### src/rtl/organ_pkg.sv
// Shared encodings for the organ voice path: scheduling modes, scheduler FSM states
// and the note-code convention (0 = silent, key k plays code k+1).
package organ_pkg;

  typedef enum logic [1:0] {
    MODE_RR_UP     = 2'b00,
    MODE_RR_DOWN   = 2'b01,
    MODE_MONO_LOW  = 2'b10,
    MODE_MONO_HIGH = 2'b11
  } mode_e;

  typedef enum logic [1:0] {
    ST_IDLE = 2'd0,
    ST_SCAN = 2'd1,
    ST_PLAY = 2'd2
  } state_e;

  localparam int unsigned NOTE_SILENT = 0;

  function automatic int unsigned key_to_note(input int unsigned k);
    return k + 1;
  endfunction

endpackage

### src/rtl/voice_scheduler_if.sv
// Key-input/tone-generator side bundle of the voice scheduler.
// master drives keys and mode; slave (the scheduler) returns the note stream.
interface voice_scheduler_if
  import organ_pkg::*;
#(
  parameter int unsigned N_KEYS     = 8,
  parameter int unsigned MAX_VOICES = 8
);
  localparam int unsigned IDX_W = $clog2(N_KEYS + 1);
  localparam int unsigned CNT_W = $clog2(MAX_VOICES + 1);

  logic [N_KEYS-1:0] keys;
  mode_e             mode;
  logic [IDX_W-1:0]  note;
  logic              note_valid;
  logic [CNT_W-1:0]  note_count;
  logic              slot_start;
  logic              dropped;

  modport master (
    output keys,
    output mode,
    input  note,
    input  note_valid,
    input  note_count,
    input  slot_start,
    input  dropped
  );

  modport slave (
    input  keys,
    input  mode,
    output note,
    output note_valid,
    output note_count,
    output slot_start,
    output dropped
  );

endinterface

### src/rtl/voice_scheduler_slot_timer.sv
// Slot counter for the voice scheduler: counts 0..SLOT_CYCLES-1 while enabled and
// pulses tc on the last cycle of each slot.
module slot_timer #(
  parameter int unsigned SLOT_CYCLES = 100000,
  localparam int unsigned SLOT_W     = $clog2(SLOT_CYCLES)
) (
  input  logic              clk,
  input  logic              rst_n,
  input  logic              en,
  input  logic              clr,
  output logic [SLOT_W-1:0] slot_cnt,
  output logic              tc
);

  localparam logic [SLOT_W-1:0] LAST = SLOT_W'(SLOT_CYCLES - 1);

  logic [SLOT_W-1:0] cnt_d;

  assign tc = en && (slot_cnt == LAST);

  always_comb begin
    cnt_d = slot_cnt;
    if (clr) begin
      cnt_d = '0;
    end else if (en) begin
      cnt_d = tc ? '0 : slot_cnt + 1'b1;
    end
  end

  always_ff @(posedge clk or negedge rst_n) begin
    if (!rst_n) begin
      slot_cnt <= '0;
    end else begin
      slot_cnt <= cnt_d;
    end
  end

endmodule

### src/rtl/voice_scheduler.sv
// Polyphonic voice scheduler: snapshots the key vector, scans it into an ordered voice
// list and plays one note per slot in round-robin or mono-priority order.
module voice_scheduler
  import organ_pkg::*;
#(
  parameter int unsigned N_KEYS      = 8,
  parameter int unsigned MAX_VOICES  = 8,
  parameter int unsigned SLOT_CYCLES = 100000
) (
  input logic         clk,
  input logic         rst_n,
  voice_scheduler_if.slave bus
);

  localparam int unsigned IDX_W  = $clog2(N_KEYS + 1);
  localparam int unsigned CNT_W  = $clog2(MAX_VOICES + 1);
  localparam int unsigned SLOT_W = $clog2(SLOT_CYCLES);
  localparam int unsigned K_W    = (N_KEYS > 1) ? $clog2(N_KEYS) : 1;
  localparam int unsigned PTR_W  = (MAX_VOICES > 1) ? $clog2(MAX_VOICES) : 1;

  localparam logic [CNT_W-1:0] MAX_CNT = CNT_W'(MAX_VOICES);
  localparam logic [K_W-1:0]   LAST_K  = K_W'(N_KEYS - 1);

  state_e            state_q, state_d;
  logic [N_KEYS-1:0] keys_s_q;
  logic [N_KEYS-1:0] snap_q, snap_d;
  logic [K_W-1:0]    k_q, k_d;
  logic [CNT_W-1:0]  count_q, count_d;
  logic [PTR_W-1:0]  ptr_q, ptr_d;
  logic [IDX_W-1:0]  voice_q [MAX_VOICES];
  logic [IDX_W-1:0]  voice_d [MAX_VOICES];
  logic              drop_q, drop_d;

  logic              changed;
  logic              key_hit;
  logic              has_room;
  logic [CNT_W-1:0]  count_fin;
  logic [PTR_W-1:0]  last_ptr;
  logic [PTR_W-1:0]  init_last;
  logic              scan_done;
  logic              playing;
  logic              slot_en;
  logic              slot_clr;
  logic              slot_tc;
  logic [SLOT_W-1:0] slot_cnt;

  assign changed   = (keys_s_q != snap_q);
  assign key_hit   = snap_q[k_q];
  assign has_room  = (count_q < MAX_CNT);
  // Count including the key scanned this cycle, so the initial pointer sees the final list.
  assign count_fin = count_q + CNT_W'(key_hit && has_room);
  assign last_ptr  = PTR_W'(count_q - 1'b1);
  assign init_last = PTR_W'(count_fin - 1'b1);
  assign playing   = (state_q == ST_PLAY);
  assign scan_done = (state_q == ST_SCAN) && !changed && (k_q == LAST_K);
  assign slot_en   = playing && !changed;
  assign slot_clr  = changed || scan_done;

  slot_timer #(
    .SLOT_CYCLES (SLOT_CYCLES)
  ) u_slot_timer (
    .clk      (clk),
    .rst_n    (rst_n),
    .en       (slot_en),
    .clr      (slot_clr),
    .slot_cnt (slot_cnt),
    .tc       (slot_tc)
  );

  always_comb begin
    state_d = state_q;
    snap_d  = snap_q;
    k_d     = k_q;
    count_d = count_q;
    ptr_d   = ptr_q;
    voice_d = voice_q;
    drop_d  = drop_q;

    // Any change of the synchronised keys aborts whatever is in progress.
    if (changed) begin
      snap_d  = keys_s_q;
      k_d     = '0;
      count_d = '0;
      drop_d  = 1'b0;
      state_d = (keys_s_q != '0) ? ST_SCAN : ST_IDLE;
    end else begin
      unique case (state_q)
        ST_IDLE: ;
        ST_SCAN: begin
          if (key_hit) begin
            if (has_room) begin
              voice_d[PTR_W'(count_q)] = IDX_W'(k_q) + 1'b1;
            end else begin
              drop_d = 1'b1;
            end
          end
          count_d = count_fin;
          if (k_q == LAST_K) begin
            state_d = ST_PLAY;
            ptr_d   = ((bus.mode == MODE_RR_DOWN) || (bus.mode == MODE_MONO_HIGH)) ?
                      init_last : '0;
          end else begin
            k_d = k_q + 1'b1;
          end
        end
        ST_PLAY: begin
          // Mode is only looked at on slot boundaries.
          if (slot_tc) begin
            case (bus.mode)
              MODE_RR_UP:     ptr_d = (ptr_q == last_ptr) ? '0 : ptr_q + 1'b1;
              MODE_RR_DOWN:   ptr_d = (ptr_q == '0) ? last_ptr : ptr_q - 1'b1;
              MODE_MONO_LOW:  ptr_d = '0;
              MODE_MONO_HIGH: ptr_d = last_ptr;
              default:        ptr_d = '0;
            endcase
          end
        end
        default: state_d = ST_IDLE;
      endcase
    end
  end

  always_ff @(posedge clk or negedge rst_n) begin
    if (!rst_n) begin
      state_q  <= ST_IDLE;
      keys_s_q <= '0;
      snap_q   <= '0;
      k_q      <= '0;
      count_q  <= '0;
      ptr_q    <= '0;
      voice_q  <= '{default: '0};
      drop_q   <= 1'b0;
    end else begin
      state_q  <= state_d;
      keys_s_q <= bus.keys;
      snap_q   <= snap_d;
      k_q      <= k_d;
      count_q  <= count_d;
      ptr_q    <= ptr_d;
      voice_q  <= voice_d;
      drop_q   <= drop_d;
    end
  end

  assign bus.note       = playing ? voice_q[ptr_q] : IDX_W'(NOTE_SILENT);
  assign bus.note_valid = playing;
  assign bus.note_count = playing ? count_q : '0;
  assign bus.slot_start = playing && (slot_cnt == '0);
  assign bus.dropped    = playing && drop_q;

endmodule

### src/flat_wrapper.sv
// flat-port wrapper written by rule: the top's interface ports become plain ports
module voice_scheduler_flat import organ_pkg::*;
#(
  parameter int unsigned N_KEYS      = 8,
  parameter int unsigned MAX_VOICES  = 8,
  parameter int unsigned SLOT_CYCLES = 100000
)
  (clk, rst_n, bus_keys, bus_mode, bus_note, bus_note_valid, bus_note_count, bus_slot_start, bus_dropped);
  voice_scheduler_if #(.N_KEYS(N_KEYS), .MAX_VOICES(MAX_VOICES)) bus_i ();
  input logic clk;
  input logic rst_n;
  input wire logic [$bits(bus_i.keys)-1:0] bus_keys;
  input wire logic [$bits(bus_i.mode)-1:0] bus_mode;
  output wire logic [$bits(bus_i.note)-1:0] bus_note;
  output wire logic [$bits(bus_i.note_valid)-1:0] bus_note_valid;
  output wire logic [$bits(bus_i.note_count)-1:0] bus_note_count;
  output wire logic [$bits(bus_i.slot_start)-1:0] bus_slot_start;
  output wire logic [$bits(bus_i.dropped)-1:0] bus_dropped;
  assign bus_i.keys = bus_keys;
  assign bus_i.mode = bus_mode;
  assign bus_note = bus_i.note;
  assign bus_note_valid = bus_i.note_valid;
  assign bus_note_count = bus_i.note_count;
  assign bus_slot_start = bus_i.slot_start;
  assign bus_dropped = bus_i.dropped;
  voice_scheduler #(.N_KEYS(N_KEYS), .MAX_VOICES(MAX_VOICES), .SLOT_CYCLES(SLOT_CYCLES)) u_core (.clk(clk), .rst_n(rst_n), .bus(bus_i));
endmodule
### config.mk
export PLATFORM = sky130hd
export DESIGN_NAME = voice_scheduler_flat
export DESIGN_NICKNAME = d
export VERILOG_FILES = /design/src/rtl/organ_pkg.sv /design/src/rtl/voice_scheduler_if.sv /design/src/rtl/voice_scheduler_slot_timer.sv /design/src/rtl/voice_scheduler.sv /design/src/flat_wrapper.sv
export SDC_FILE = /design/constraint.sdc
export NUM_CORES = 1
export LEC_CHECK = 0
export BUFFER_PORTS_ARGS = -buffer_cell sky130_fd_sc_hd__buf_2
export CELL_PAD_IN_SITES_DETAIL_PLACEMENT = 0
export CELL_PAD_IN_SITES_GLOBAL_PLACEMENT = 2
export CORE_MARGIN = 2
export CORE_UTILIZATION = 44
export DETAILED_ROUTE_END_ITERATION = 10
export GPL_ROUTABILITY_DRIVEN = 0
export PLACE_DENSITY = 0.92
export SLEW_MARGIN = 20
export SYNTH_ARGS = -nofsm -noshare
export SYNTH_HDL_FRONTEND = slang
export SYNTH_SLANG_ARGS = --single-unit
### constraint.sdc
create_clock -name clk -period 3.7 [get_ports clk]
set_input_delay 0.37 -clock clk [delete_from_list [all_inputs] [get_ports clk]]
set_output_delay 0.37 -clock clk [all_outputs]
set_load 0.03 [all_outputs]
* Word level (Yosys, flattened, before mapping)
Index checks and enable logic that the tools add are counted.
Operators by class: add/sub/neg operators 8, order comparisons 5, equal/unequal tests 15, multiplexer cells 33, bitwise operators 3, reductions and logical operators 26
Operators with widths (count):
- $mux W17 | 3
- $bwmux W32 | 1
- $mux W4 | 7
- $mux W3 | 8
- $add A17 B1 Y17 const B | 1
- $eq A17 B17 Y1 const B | 1
- $logic_not A17 Y1 | 1
- $bmux W4 S3 | 1
- $demux W4 S3 | 1
- $pmux W3 S4 | 1
- $sub A3 B1 Y3 const B | 3
- $ge A4 B4 Y1 const B | 2
- $logic_and A1 B1 Y1 | 8
- $ne A8 B8 Y1 | 1
- $not A3 Y4 | 2
- $reduce_and A4 Y1 | 2
- $reduce_bool A2 Y1 | 4
- $reduce_bool A8 Y1 | 1
- $add A3 B1 Y3 const B | 2
- $eq A2 B2 Y1 const B | 3
- $mux W1 | 6
- $ne A2 B1 Y1 const B | 3
- $pmux W3 S2 | 1
- $add A3 B1 Y4 const B | 1
- 20 further kinds | 26
Storage, ports and cells: register bits 78, output and inout bits 11, word-level logic and storage cells 106

* Logic depth before layout (Yosys ltp)
Gate-level depths: netlist (run 1).
depth after elaboration 8, depth in mapped cells 12, depth with buffers taken out 11

* By module
From an unflattened synthesis (run 1), not the netlist that was laid out.
Second synthesis, totals: cells, all modules 383, area total of the unflattened synthesis 4200.3 um2
Modules (own cells, without submodules):
- voice_scheduler | times used 1, cells an instance 287, area each 3300.7 um2, sequential area each 1526.5 um2
- slot_timer | times used 1, cells an instance 96, area each 899.6 um2, sequential area each 425.4 um2

* Worst setup path before layout (run 1)
OpenSTA, ideal clock, no wires.
path kind reg-to-reg, start point register u_core.k_q[0], end point register u_core.ptr_q[2], data arrival time 2.389 ns, required time 3.579 ns, setup slack 1.190 ns, cell stages (with the launch flop) 13, period minus slack after synthesis 2.510 ns, cells stage by stage dfrtp_1 -> buf_4 -> mux2i_1 -> mux4_2 -> nor3_1 -> ha_1 -> inv_1 -> ha_1 -> xnor2_1 -> xnor2_1 -> nand3_1 -> o311ai_0 -> a22o_1
On the way: longest elaborated chain between the ends 8, elaborated cells on any way between the ends 11, those cells by class 2 x add/sub; 2 x eq/ne; 5 x mux; 2 x reduce/logical
RTL lines:
- from (decl) | RTL line voice_scheduler.sv:27 | logic [K_W-1:0] k_q, k_d;
- from (signal assigned) | RTL line voice_scheduler.sv:137 | k_q <= k_d;
- $bmux W1 S3 | RTL line voice_scheduler.sv:48 | assign key_hit = snap_q[k_q];
- $mux W1 (not written as such) | RTL line voice_scheduler.sv:48
- $logic_and A1 B1 Y1 | RTL line voice_scheduler.sv:51 | assign count_fin = count_q + CNT_W'(key_hit && has_room);
- $add A4 B1 Y4 | RTL line voice_scheduler.sv:51
- $sub A3 B1 Y3 | RTL line voice_scheduler.sv:53 | assign init_last = PTR_W'(count_fin - 1'b1);
- $mux W3 | RTL line voice_scheduler.sv:100 | ptr_d = ((bus.mode == MODE_RR_DOWN) || (bus.mode == MODE_MONO_HIGH)) ?
- $mux W3 | RTL line voice_scheduler.sv:98 | if (k_q == LAST_K) begin
- $pmux W3 S2 | RTL line voice_scheduler.sv:87 | unique case (state_q)
- to (signal assigned) | RTL line voice_scheduler.sv:139 | ptr_q <= ptr_d;
- to (decl) | RTL line voice_scheduler.sv:29 | logic [PTR_W-1:0] ptr_q, ptr_d;
Parallel ways exist; a longest one is shown, timed or not. The select of a mux whose other input is x is not followed. A chain may end at the register's enable or synchronous reset.

* Final worst setup path (run 1)
Ends and elaborated chain as after synthesis.

==> reports/results.txt, run 1 <==
Post-DP HPWL: 5.83 mm
Peak supply drop: 190 uV
leakage power: 0.00190 uW
die width: 99.9 um
arrival time worst endpoint: 3150 ps
final hold violations: 0
Worst-path clk slew: 100 ps
post-synthesis simple-gate area fraction: 14.6%
share of cells above drive strength 1: 20.8%
critical path class: flip-flop to flip-flop
Seq/Total Area, Yosys: 48.2%
commonest non-fill, non-tap cell in the layout: dfrtp_1
final setup fails: 0
worst-skew pair later-pin latency: 360 ps
initial DRC count: 124
#FFs+latches synth: 78
# rows: 35
number of cells after detailed placement: 480
post-synthesis instance total: 373
# Post-CTS Setup Buffers: 0
post-cts resize count: 0
final hold slack: 108 ps
Tightest Pin Transition: 981 ps
Synth area leaders: dfrtp_1 48%, mux2_2 7.0%, mux4_2 5.0%
IO Pins: 23
fin crit share: 78.5%
mux contribution to synthesized area: 15.9%
vias in the first global route: 2880
pwr/cell area: 357 mW/mm^2
Crit. End Element: flip-flop
Final min period: 2900 ps
Post-Synth XOR/XNOR Area: 5.62%
die footprint: 0.00999 sq mm
Mapped Area: 0.00405 sq mm
Yosys top cell by area: dfrtp_1
Congestion Overflow GR: 0
H-tree depth: 3
crit path max fanout: 15
syn nets: 395
Warnings, synthesis: 0
ANT nets after route: 0
Top FF cell, synth: dfrtp_1
Final Non-Filler Cells: 496
Place WS: 818 ps
post-synthesis adder-cell area fraction: 3.09%
detailed-route via count: 2820
WL final: 8.55 mm
Synth async-reset ratio: 100%
Layout Skew: 15.5 ps
Startpoint Class: flip-flop
Fmax: 344 MHz
Via density: 5.69
TritonCTS Buffers: 9
wire per inst: 17.2 um
Slew headroom: 34.6%
first-pass GRT wire length: 14.4 mm
final core occ: 48.5%
Clock Sinks: 78
Worst Reg2Reg Path Length in Cells: 11
Final WS setup: 796 ps
Final nets: 402
Initial Util: 44.7%
hold buffers post-CTS: 0
Area growth syn-to-layout: 8.53%
Slew Limit Fails: 0
largest net degree at the start of global routing: 79
DRT Pass-1 Iters: 4
commonest non-fill, non-tap cells in the layout: 78 x dfrtp_1, 33 x nor2_1, 25 x mux2_2
largest family of logic cells by synthesized area: multiplexers
antenna violations before repair: 0
hold path depth: 1
Bufs on Longest Clock Path: 2
CTS tree: done
Die H: 99.9 um
core area: 0.00906 sq mm
port bufs: 22
synthesized area per cell: 10.9 sq um
unique cell type count in the Yosys netlist: 45
Tot GR Track Use: 18.6%
EDFF count, synth: 0
RSZ-0062 raised after global routing: no
Critical Path RT: 3940 ps
n_diodes: 0
top-area cell type share of the netlist area: 48.2%
CTS root buf: clkbuf_8
Max Cap Viol: 0
DR DRC count: 0
Hold Path Class: input port to flip-flop
Synth Area in Compound Gates: 7.85%
setup TNS: 0 ps
status: finished clean
## registers in the layout, indices dropped and copies added (netlist names)
name	count
u_core.ptr_q	3
u_core.k_q	3
u_core.keys_s_q	8
u_core.count_q	4
u_core.drop_q	1
u_core.snap_q	8
u_core.state_q	2
u_core.voice_q	32
u_core.u_slot_timer.slot_cnt	17
## layout make-up
| type | count | area [sq um] |
|---|---|---|
| Timing Repair Buffer | 24 | 128 |
| Inverter | 19 | 71.3 |
| Clock inverter | 7 | 73.8 |
| Fill cell | 828 | 4670 |
| Clock buffer | 9 | 124 |
| Sequential cell | 78 | 1950 |
| Multi-Input combinational cell | 248 | 1910 |
| Tap cell | 111 | 139 |
## report_power, final
| part | internal [uW] | total (uW) | switching (uW) | leakage [uW] |
|---|---|---|---|---|
| Clock | 267 | 646 | 379 | 0.000101 |
| Combinational | 18.6 | 52.4 | 33.9 | 0.000758 |
| Sequential | 862 | 872 | 9.65 | 0.00104 |
| Total | 1150 | 1570 | 422 | 0.00190 |
## stage by stage
step / cell area, sq um / power (uW)
5_1_grt: 4400 / 1630
2_1_floorplan: 4050 / 915
3_3_place_gp: 4200 / 941
6_report: 4400 / 1570
3_5_place_dp: 4200 / 943
4_1_cts: 4400 / 1590
## critical path, cell delays in order (launching register included)
cell and delay, ps:
dfrtp_1 700, mux2i_1 160, mux4_2 580, nor3_1 170, ha_1 270, inv_1 60, ha_1 150, xnor2_1 140
xnor2_1 90, nand3_1 90, o311ai_0 120, a22o_1 250
## final timing paths
path | startpoint | end | slack, ps
setup / recovery | u_core.k_q[0]$_DFFE_PN0P_ | u_core.ptr_q[2]$_DFFE_PN0P_ | 800
setup reg to reg | u_core.k_q[0]$_DFFE_PN0P_ | u_core.ptr_q[2]$_DFFE_PN0P_ | 800
max in group asynchronous | rst_n | u_core.ptr_q[0]$_DFFE_PN0P_ | 2900
hold reg to reg | u_core.keys_s_q[6]$_DFF_PN0_ | u_core.snap_q[6]$_DFFE_PN0N_ | 430
min in group asynchronous | rst_n | u_core.u_slot_timer.slot_cnt[6]$_DFFE_PN0P_ | 150
hold / removal | bus_keys[6] | u_core.keys_s_q[6]$_DFF_PN0_ | 110
## synth_stat cells (9+ instances only)
cell / n
clkbuf_1: 19
nand2_1: 19
nor2_1: 33
mux4_2: 9
xnor2_1: 18
a21oi_1: 15
mux2_2: 25
mux2i_1: 16
dfrtp_1: 78
o21ai_0: 10
inv_1: 18
ha_1: 10
## kinds of logic (layout without fill, tap and decap cells)
family                   after synthesis  after routing
flip-flops                            78             78
buffers and inverters                 47             59
AND/OR/NAND/NOR                      113            113
multiplexers                          50             50
XOR/XNOR                              26             26
AO/OA/AOI/OAI                         49             49
adder cells (fa/ha/maj)               10             10
## metal layers
metal / global-route usage [%] / up-vias / routed length, um
li1: - / 1333 / -
met1: 24.9 / 1439 / 4020
met2: 29.6 / 40 / 4190
met3: 4.25 / 8 / 245
met4: 7.38 / 0 / 101
met5: 0 / - / 0
No activity file was read; power rests on OpenSTA's default activity.
==> run 2, diff against run 1 <==
Settings changed: CORE_UTILIZATION 44 to 37, PLACE_DENSITY 0.92 to 0.83.
Clock period 3.7 ns to 2.6 ns, I/O delays scaled along.
==> run 2 against run 1 <==
- sequential cell count did not move
- critical endpoint unchanged
- register-to-register slack got worse by 750 ps
- global-route usage fell by 2.3 points
- critical path type unchanged
==> reports/results.txt, run 2 (synthesized netlist as in run 1, its figures left out) <==
Worst R2R Start: u_core.k_q[0]$_DFFE_PN0P_ (unchanged)
number of cells after detailed placement: 522 (was 480)
die footprint: 0.0118 sq mm (was 0.00999 sq mm)
Via density: 5.20 (was 5.69)
leakage power: 0.00201 uW (was 0.00190 uW)
Startpoint Class: flip-flop (unchanged)
wire per inst: 16.0 um (was 17.2 um)
Die H: 109 um (was 99.9 um)
vias in the first global route: 2857 (was 2880)
Reg with most FFs: u_core.voice_q (unchanged)
Top Registers: u_core.voice_q: 32 flops, u_core.u_slot_timer.slot_cnt: 17 flops (unchanged)
WL final: 8.72 mm (was 8.55 mm)
critical path class: flip-flop to flip-flop (unchanged)
IO Pins: 23 (unchanged)
commonest non-fill, non-tap cell in the layout: dfrtp_1 (unchanged)
final instance area: 0.00465 sq mm (was 0.00440 sq mm)
Bufs on Longest Clock Path: 2 (unchanged)
RSZ-0062 raised after global routing: yes (was no)
Area growth syn-to-layout: 14.9% (was 8.53%)
Congestion Overflow GR: 0 (unchanged)
Final Non-Filler Cells: 546 (was 496)
die width: 109 um (was 99.9 um)
TritonCTS Buffers: 9 (unchanged)
Post-DP HPWL: 5.95 mm (was 5.83 mm)
pwr/cell area: 507 mW/mm^2 (was 357 mW/mm^2)
DRT Pass-1 Iters: 4 (unchanged)
final setup fails: 0 (unchanged)
detailed-route via count: 2841 (was 2820)
initial DRC count: 112 (was 124)
port bufs: 22 (unchanged)
fin crit share: 98.3% (was 78.5%)
final hold violations: 0 (unchanged)
CTS tree: done (unchanged)
DR DRC count: 0 (unchanged)
flip-flop count of the largest register after layout: 32 (unchanged)
antenna violations before repair: 0 (unchanged)
Slew headroom: 51.9% (was 34.6%)
Critical Path RT: 2850 ps (was 3940 ps)
worst-skew pair later-pin latency: 360 ps (about the same)
Slew Limit Fails: 0 (unchanged)
n_diodes: 0 (unchanged)
Fmax: 391 MHz (was 344 MHz)
Final min period: 2560 ps (was 2900 ps)
arrival time worst endpoint: 2810 ps (was 3150 ps)
DP Area: 0.00433 sq mm (was 0.00420 sq mm)
crit path max fanout: 5 (was 15)
Tightest Pin Transition: 721 ps (was 981 ps)
Max Cap Viol: 0 (unchanged)
Tot GR Track Use: 16.3% (was 18.6%)
status: finished clean (unchanged)
commonest non-fill, non-tap cells in the layout: 77 x dfrtp_1, 33 x nor2_1, 25 x mux2_2 (was 78 x dfrtp_1, 33 x nor2_1, 25 x mux2_2)
CTS root buf: clkbuf_8 (unchanged)
largest net degree at the start of global routing: 79 (unchanged)
# rows: 38 (was 35)
hold path startpoint: bus_keys[2] (was bus_keys[6])
share of cells above drive strength 1: 24.9% (was 20.8%)
Final nets: 423 (was 402)
Layout Skew: 13.1 ps (was 15.5 ps)
Clock Sinks: 78 (unchanged)
Initial Util: 37.7% (was 44.7%)
Peak supply drop: 199 uV (was 190 uV)
core area: 0.0107 sq mm (was 0.00906 sq mm)
H-tree depth: 3 (unchanged)
setup TNS: 0 ps (unchanged)
Worst-path clk slew: 80 ps (was 100 ps)
Hold Path Class: input port to flip-flop (unchanged)
crit path launch: u_core.k_q[0]$_DFFE_PN0P_ (unchanged)
Crit. End Element: flip-flop (unchanged)
ANT nets after route: 0 (unchanged)
first-pass GRT wire length: 14.6 mm (was 14.4 mm)
run 2: cell types whose count changed in the layout (fill, tap and decap cells not counted), moves of 2 or more:
cell,previous run,this run
buf_4,3,17
dlygate4sd3_1,0,6
and4_1,5,2
and4_2,0,3
clkinvlp_4,0,3
inv_6,3,0
bufinv_16,0,2
inv_8,2,0
run 2: routing by layer:
| layer | routed length (um) | GRT usage (%) |
|---|---|---|
| met1 | 4280 | 22.9 |
| met2 | 4020 | 25.1 |
| met3 | 295 | 3.65 |
| met4 | 126 | 5.22 |
| met5 | 0 | 0 |
run 2: final timing paths:
check	endpoint	slack, ps	cells after the start
worst min-delay path	u_core.keys_s_q[2]$_DFF_PN0_	20	1
max in group asynchronous	u_core.k_q[0]$_DFFE_PN0P_	1580	2
worst max-delay path	u_core.ptr_q[2]$_DFFE_PN0P_	40	11
worst min register to register	u_core.snap_q[0]$_DFFE_PN0N_	430	0
worst max register to register	u_core.ptr_q[2]$_DFFE_PN0P_	40	11
min in group asynchronous	u_core.u_slot_timer.slot_cnt[5]$_DFFE_PN0P_	490	2
run 2: through the flow:
stage	setup WS, ps	total power, uW	util, %	hold WS (ps)
2_1_floorplan	89.7	1300	-	-35.6
3_3_place_gp	90.5	1340	40.3	369
3_5_place_dp	30.1	1350	40.3	370
4_1_cts	22.1	2390	42.9	1.50
5_1_grt	-116	2460	43.3	3.49
6_report	44.6	2360	43.3	17.4
run 2: final cells by class:
class,count,area [sq um]
clock buffer,11,141
clock inverter,5,82.6
fill,1019,6090
inverter,19,71.3
multi-input combinational,248,1930
sequential,78,1950
tap,140,175
timing repair buffer,45,304
run 2: critical path, stage by stage (launching register included):
cell and delay, ps:
dfrtp_2 460, mux2i_1 140, mux4_2 550, nor3_2 200, ha_1 260, inv_1 60, ha_2 180, xnor2_2 110
xnor2_1 90, nand3_1 100, o311ai_1 100, a22o_1 220
run 2: timing repair:
action	in CTS	in global routing
setup endpoints to repair	0	17
endpoints found under the hold margin	5	22
hold buffers	5	1
setup buffers	0	2
gates resized for setup	0	9
run 2: power breakdown:
part           switching, uW  internal (uW)
Sequential              12.8           1230
Clock                    462            567
Combinational           51.7           37.2
==> run 3, diff against run 2 <==
Settings changed: ABC_AREA set to 1, CORE_UTILIZATION 37 to 32, PLACE_DENSITY 0.83 to 0.82.
==> run 3 against run 2 <==
- the run now ends with negative hold slack left
- cell count up 42%
- sequential share of layout area shrank 2.4 points
- largest power group is now the clock network
- worst setup slack gained 360 ps
- die area increased by 22%
- clock power is 43% higher
- highest routed layer unchanged
- worst hold slack worse by 45 ps
- synthesized cell count rose by 54%
- via count rose by 30%
- synthesized area up 6.0%
- count of clock-buffer cells in the layout unchanged
==> reports/results.txt, run 3 <==
status: complete, but fails checks (was finished clean)
failing checks: negative hold slack
Via density: 4.78 (was 5.20)
antenna violations before repair: 0 (unchanged)
Bufs on Longest Clock Path: 2 (unchanged)
Final min period: 2200 ps (was 2560 ps)
mux contribution to synthesized area: 0% (was 15.9%)
Area growth syn-to-layout: 15.0% (was 14.9%)
crit path max fanout: 17 (was 5)
die width: 120 um (was 109 um)
Yosys top cell by area: dfrtp_1 (unchanged)
port bufs: 22 (unchanged)
final hold slack: -27.3 ps (was 17.4 ps)
post-synthesis simple-gate area fraction: 33.2% (was 14.6%)
Startpoint Class: flip-flop (unchanged)
Fmax: 456 MHz (was 391 MHz)
Seq/Total Area, Yosys: 45.5% (was 48.2%)
Top FF cell, synth: dfrtp_1 (unchanged)
wire per inst: 14.2 um (was 16.0 um)
# Post-CTS Setup Buffers: 0 (unchanged)
top-area cell type share of the netlist area: 45.5% (was 48.2%)
first-pass GRT wire length: 18.2 mm (was 14.6 mm)
share of cells above drive strength 1: 11.0% (was 24.9%)
post-cts resize count: 0 (unchanged)
Max Cap Viol: 0 (unchanged)
post-synthesis adder-cell area fraction: 2.91% (was 3.09%)
Max stage delay on crit path: 390 ps (was 550 ps)
largest family of logic cells by synthesized area: simple AND/OR/NAND/NOR gates (was multiplexers)
leakage power: 0.00237 uW (was 0.00201 uW)
Post-Synth XOR/XNOR Area: 2.24% (was 5.62%)
initial DRC count: 242 (was 112)
Clock Sinks: 78 (unchanged)
Critical Path RT: 2340 ps (was 2850 ps)
DP Area: 0.00460 sq mm (was 0.00433 sq mm)
largest net degree at the start of global routing: 52 (was 79)
WL final: 11.0 mm (was 8.72 mm)
final setup fails: 0 (unchanged)
ANT nets after route: 0 (unchanged)
DR DRC count: 0 (unchanged)
EDFF count, synth: 0 (unchanged)
Synth area leaders: dfrtp_1 45%, nand2_1 16%, nor2_1 5.9% (was dfrtp_1 48%, mux2_2 7.0%, mux4_2 5.0%)
post-synthesis instance total: 574 (was 373)
highest-delay cell along the critical path: inv_1 (was mux4_2)
# rows: 42 (was 38)
Mapped Area: 0.00429 sq mm (was 0.00405 sq mm)
final hold violations: 50 (was 0)
IO Pins: 23 (unchanged)
Crit. End Element: output pin (was flip-flop)
#FFs+latches synth: 78 (unchanged)
n_diodes: 0 (unchanged)
commonest non-fill, non-tap cell in the layout: nand2_1 (was dfrtp_1)
DRT Pass-1 Iters: 5 (was 4)
Warnings, synthesis: 0 (unchanged)
Synth Area in Compound Gates: 8.63% (was 7.85%)
top-count cell post-synth: nand2_1 (was dfrtp_1)
Post-synth top cells: 179 x nand2_1, 78 x dfrtp_1, 67 x nor2_1 (was 78 x dfrtp_1, 33 x nor2_1, 25 x mux2_2)
crit path launch: u_core.ptr_q[0]$_DFFE_PN0P_ (was u_core.k_q[0]$_DFFE_PN0P_)
Tot GR Track Use: 16.3% (about the same)
Post-DP HPWL: 8.08 mm (was 5.95 mm)
Hold Path Class: input port to async pin (was input port to flip-flop)
critical path class: flip-flop to output pin (was flip-flop to flip-flop)
core area: 0.0132 sq mm (was 0.0107 sq mm)
syn nets: 596 (was 395)
fin crit share: 84.4% (was 98.3%)
CTS root buf: clkbuf_16 (was clkbuf_8)
arrival time worst endpoint: 1930 ps (was 2810 ps)
worst-skew pair later-pin latency: 340 ps (was 360 ps)
Worst R2R Start: u_core.k_q[0]$_DFFE_PN0P_ (unchanged)
Slew headroom: 52.5% (was 51.9%)
Congestion Overflow GR: 0 (unchanged)
Final nets: 616 (was 423)
H-tree depth: 3 (unchanged)
final instance area: 0.00494 sq mm (was 0.00465 sq mm)
RSZ-0062 raised after global routing: no (was yes)
hold buffers post-CTS: 0 (was 5)
Layout Skew: 5.51 ps (was 13.1 ps)
setup TNS: 0 ps (unchanged)
detailed-route via count: 3705 (was 2841)
Die H: 120 um (was 109 um)
synthesized area per cell: 7.48 sq um (was 10.9 sq um)
crit-path cells: inv_1 -> o21ai_0 -> o22ai_1 -> o21ai_0 -> a31oi_1 -> buf_2 (was mux2i_1 -> mux4_2 -> nor3_2 -> ha_1 -> inv_1 -> ha_2 -> xnor2_2 -> xnor2_1 -> nand3_1 -> o311ai_1 -> a22o_1)
Slew Limit Fails: 0 (unchanged)
Reg with most FFs: u_core.voice_q (unchanged)
Critical Path Most Common Cell: o21ai_0
flip-flop count of the largest register after layout: 32 (unchanged)
die footprint: 0.0144 sq mm (was 0.0118 sq mm)
CTS tree: done (unchanged)
Tightest Pin Transition: 713 ps (was 721 ps)
cell family with most CP delay: buffers and inverters (was multiplexers)
Initial Util: 32.5% (was 37.7%)
Synth async-reset ratio: 100% (unchanged)
commonest non-fill, non-tap cells in the layout: 179 x nand2_1, 78 x dfrtp_1, 67 x nor2_1 (was 77 x dfrtp_1, 33 x nor2_1, 25 x mux2_2)
Peak supply drop: 301 uV (was 199 uV)
unique cell type count in the Yosys netlist: 36 (was 45)
TritonCTS Buffers: 9 (unchanged)
Worst-path clk slew: 60 ps (was 80 ps)
fillers: 1401 (was 1019)
vias in the first global route: 3606 (was 2857)
pwr/cell area: 565 mW/mm^2 (was 507 mW/mm^2)
CP Buf/Inv Count: 2 (was 1)
Top Registers: u_core.voice_q: 32 flops, u_core.u_slot_timer.slot_cnt: 17 flops (unchanged)
run 3: changes by cell type in the layout (fill, tap and decap cells not counted), moves of 16 or more:
cell,change
inv_1,+34
nor2_1,+34
nand2_1,+160
mux2_2,-25
o21ai_0,+25
nand3_1,+16
mux2i_1,-16
run 3: logic make-up (layout without fill, tap and decap cells):
| group | Yosys count | after routing |
|---|---|---|
| AOI/OAI and AO/OA | 67 | 67 |
| adders and majority gates | 10 | 10 |
| xor gates and xnor gates | 11 | 11 |
| buffers and inverters | 80 | 105 |
| DFF | 78 | 78 |
| and+or+nand+nor | 328 | 328 |
run 3: cell type report:
type                       count  area (sq um)  area share [%]
multi-input combinational    416          2020            40.8
sequential                    78          1950            39.5
clock buffer                  11           233            4.71
tap                          176           220            4.46
inverter                      58           218            4.41
timing repair buffer          31           193            3.90
clock inverter                 5           106            2.15
run 3: final timing paths:
check                           slack (ps)  cells after the start                           end
min in group clk                        20                      1  u_core.keys_s_q[5]$_DFF_PN0_
worst max register to register         430                     13   u_core.ptr_q[1]$_DFFE_PN0P_
worst min-delay path                   -30                      1   u_core.ptr_q[2]$_DFFE_PN0P_
worst max-delay path                   410                      6                   bus_note[1]
max in group asynchronous             2030                      2     u_core.k_q[2]$_DFFE_PN0P_
worst min register to register         420                      0  u_core.snap_q[7]$_DFFE_PN0N_
run 3: stage by stage:
step / total power, uW / cells / hold WS, ps / worst slack [ps] / utilization, %
detailed placement: 1350 / 759 / 369 / 434 / 34.9
global route: 2900 / 775 / 11.8 / 121 / 37.4
finish: 2790 / 775 / -27.3 / 405 / 37.4
global placement: 1350 / 759 / 365 / 463 / 34.9
CTS: 2830 / 775 / 3.57 / 335 / 37.4
floorplan: 1300 / 574 / -35.6 / 625 / -
run 3: worst register-to-register path, stage by stage, from the launching register on:
cell and delay (ps):
dfrtp_1 530, inv_2 150, o21ai_1 150, nand3_1 110
nand3_1 130, nor2_2 60, ha_1 290, inv_1 50
ha_1 280, nor2_1 100, nand2_1 50, nand2_1 60
nand2_1 40, o21ai_0 80
run 3: power by group:
part | leakage (uW) | internal (uW) | switching, uW
Sequential | 0.00103 | 1230 | 12.1
Clock | 0.000160 | 943 | 525
Combinational | 0.00118 | 27.6 | 55.9
Total | 0.00237 | 2200 | 593
run 3: routing by layer:
metal | share of wire [%] | up-vias | global-route usage [%]
met5 | 0 | - | 0
met4 | 1.7 | 0 | 6.99
met3 | 3.3 | 12 | 2.80
met2 | 46 | 58 | 25.0
met1 | 49 | 1743 | 22.8
li1 | - | 1892 | -
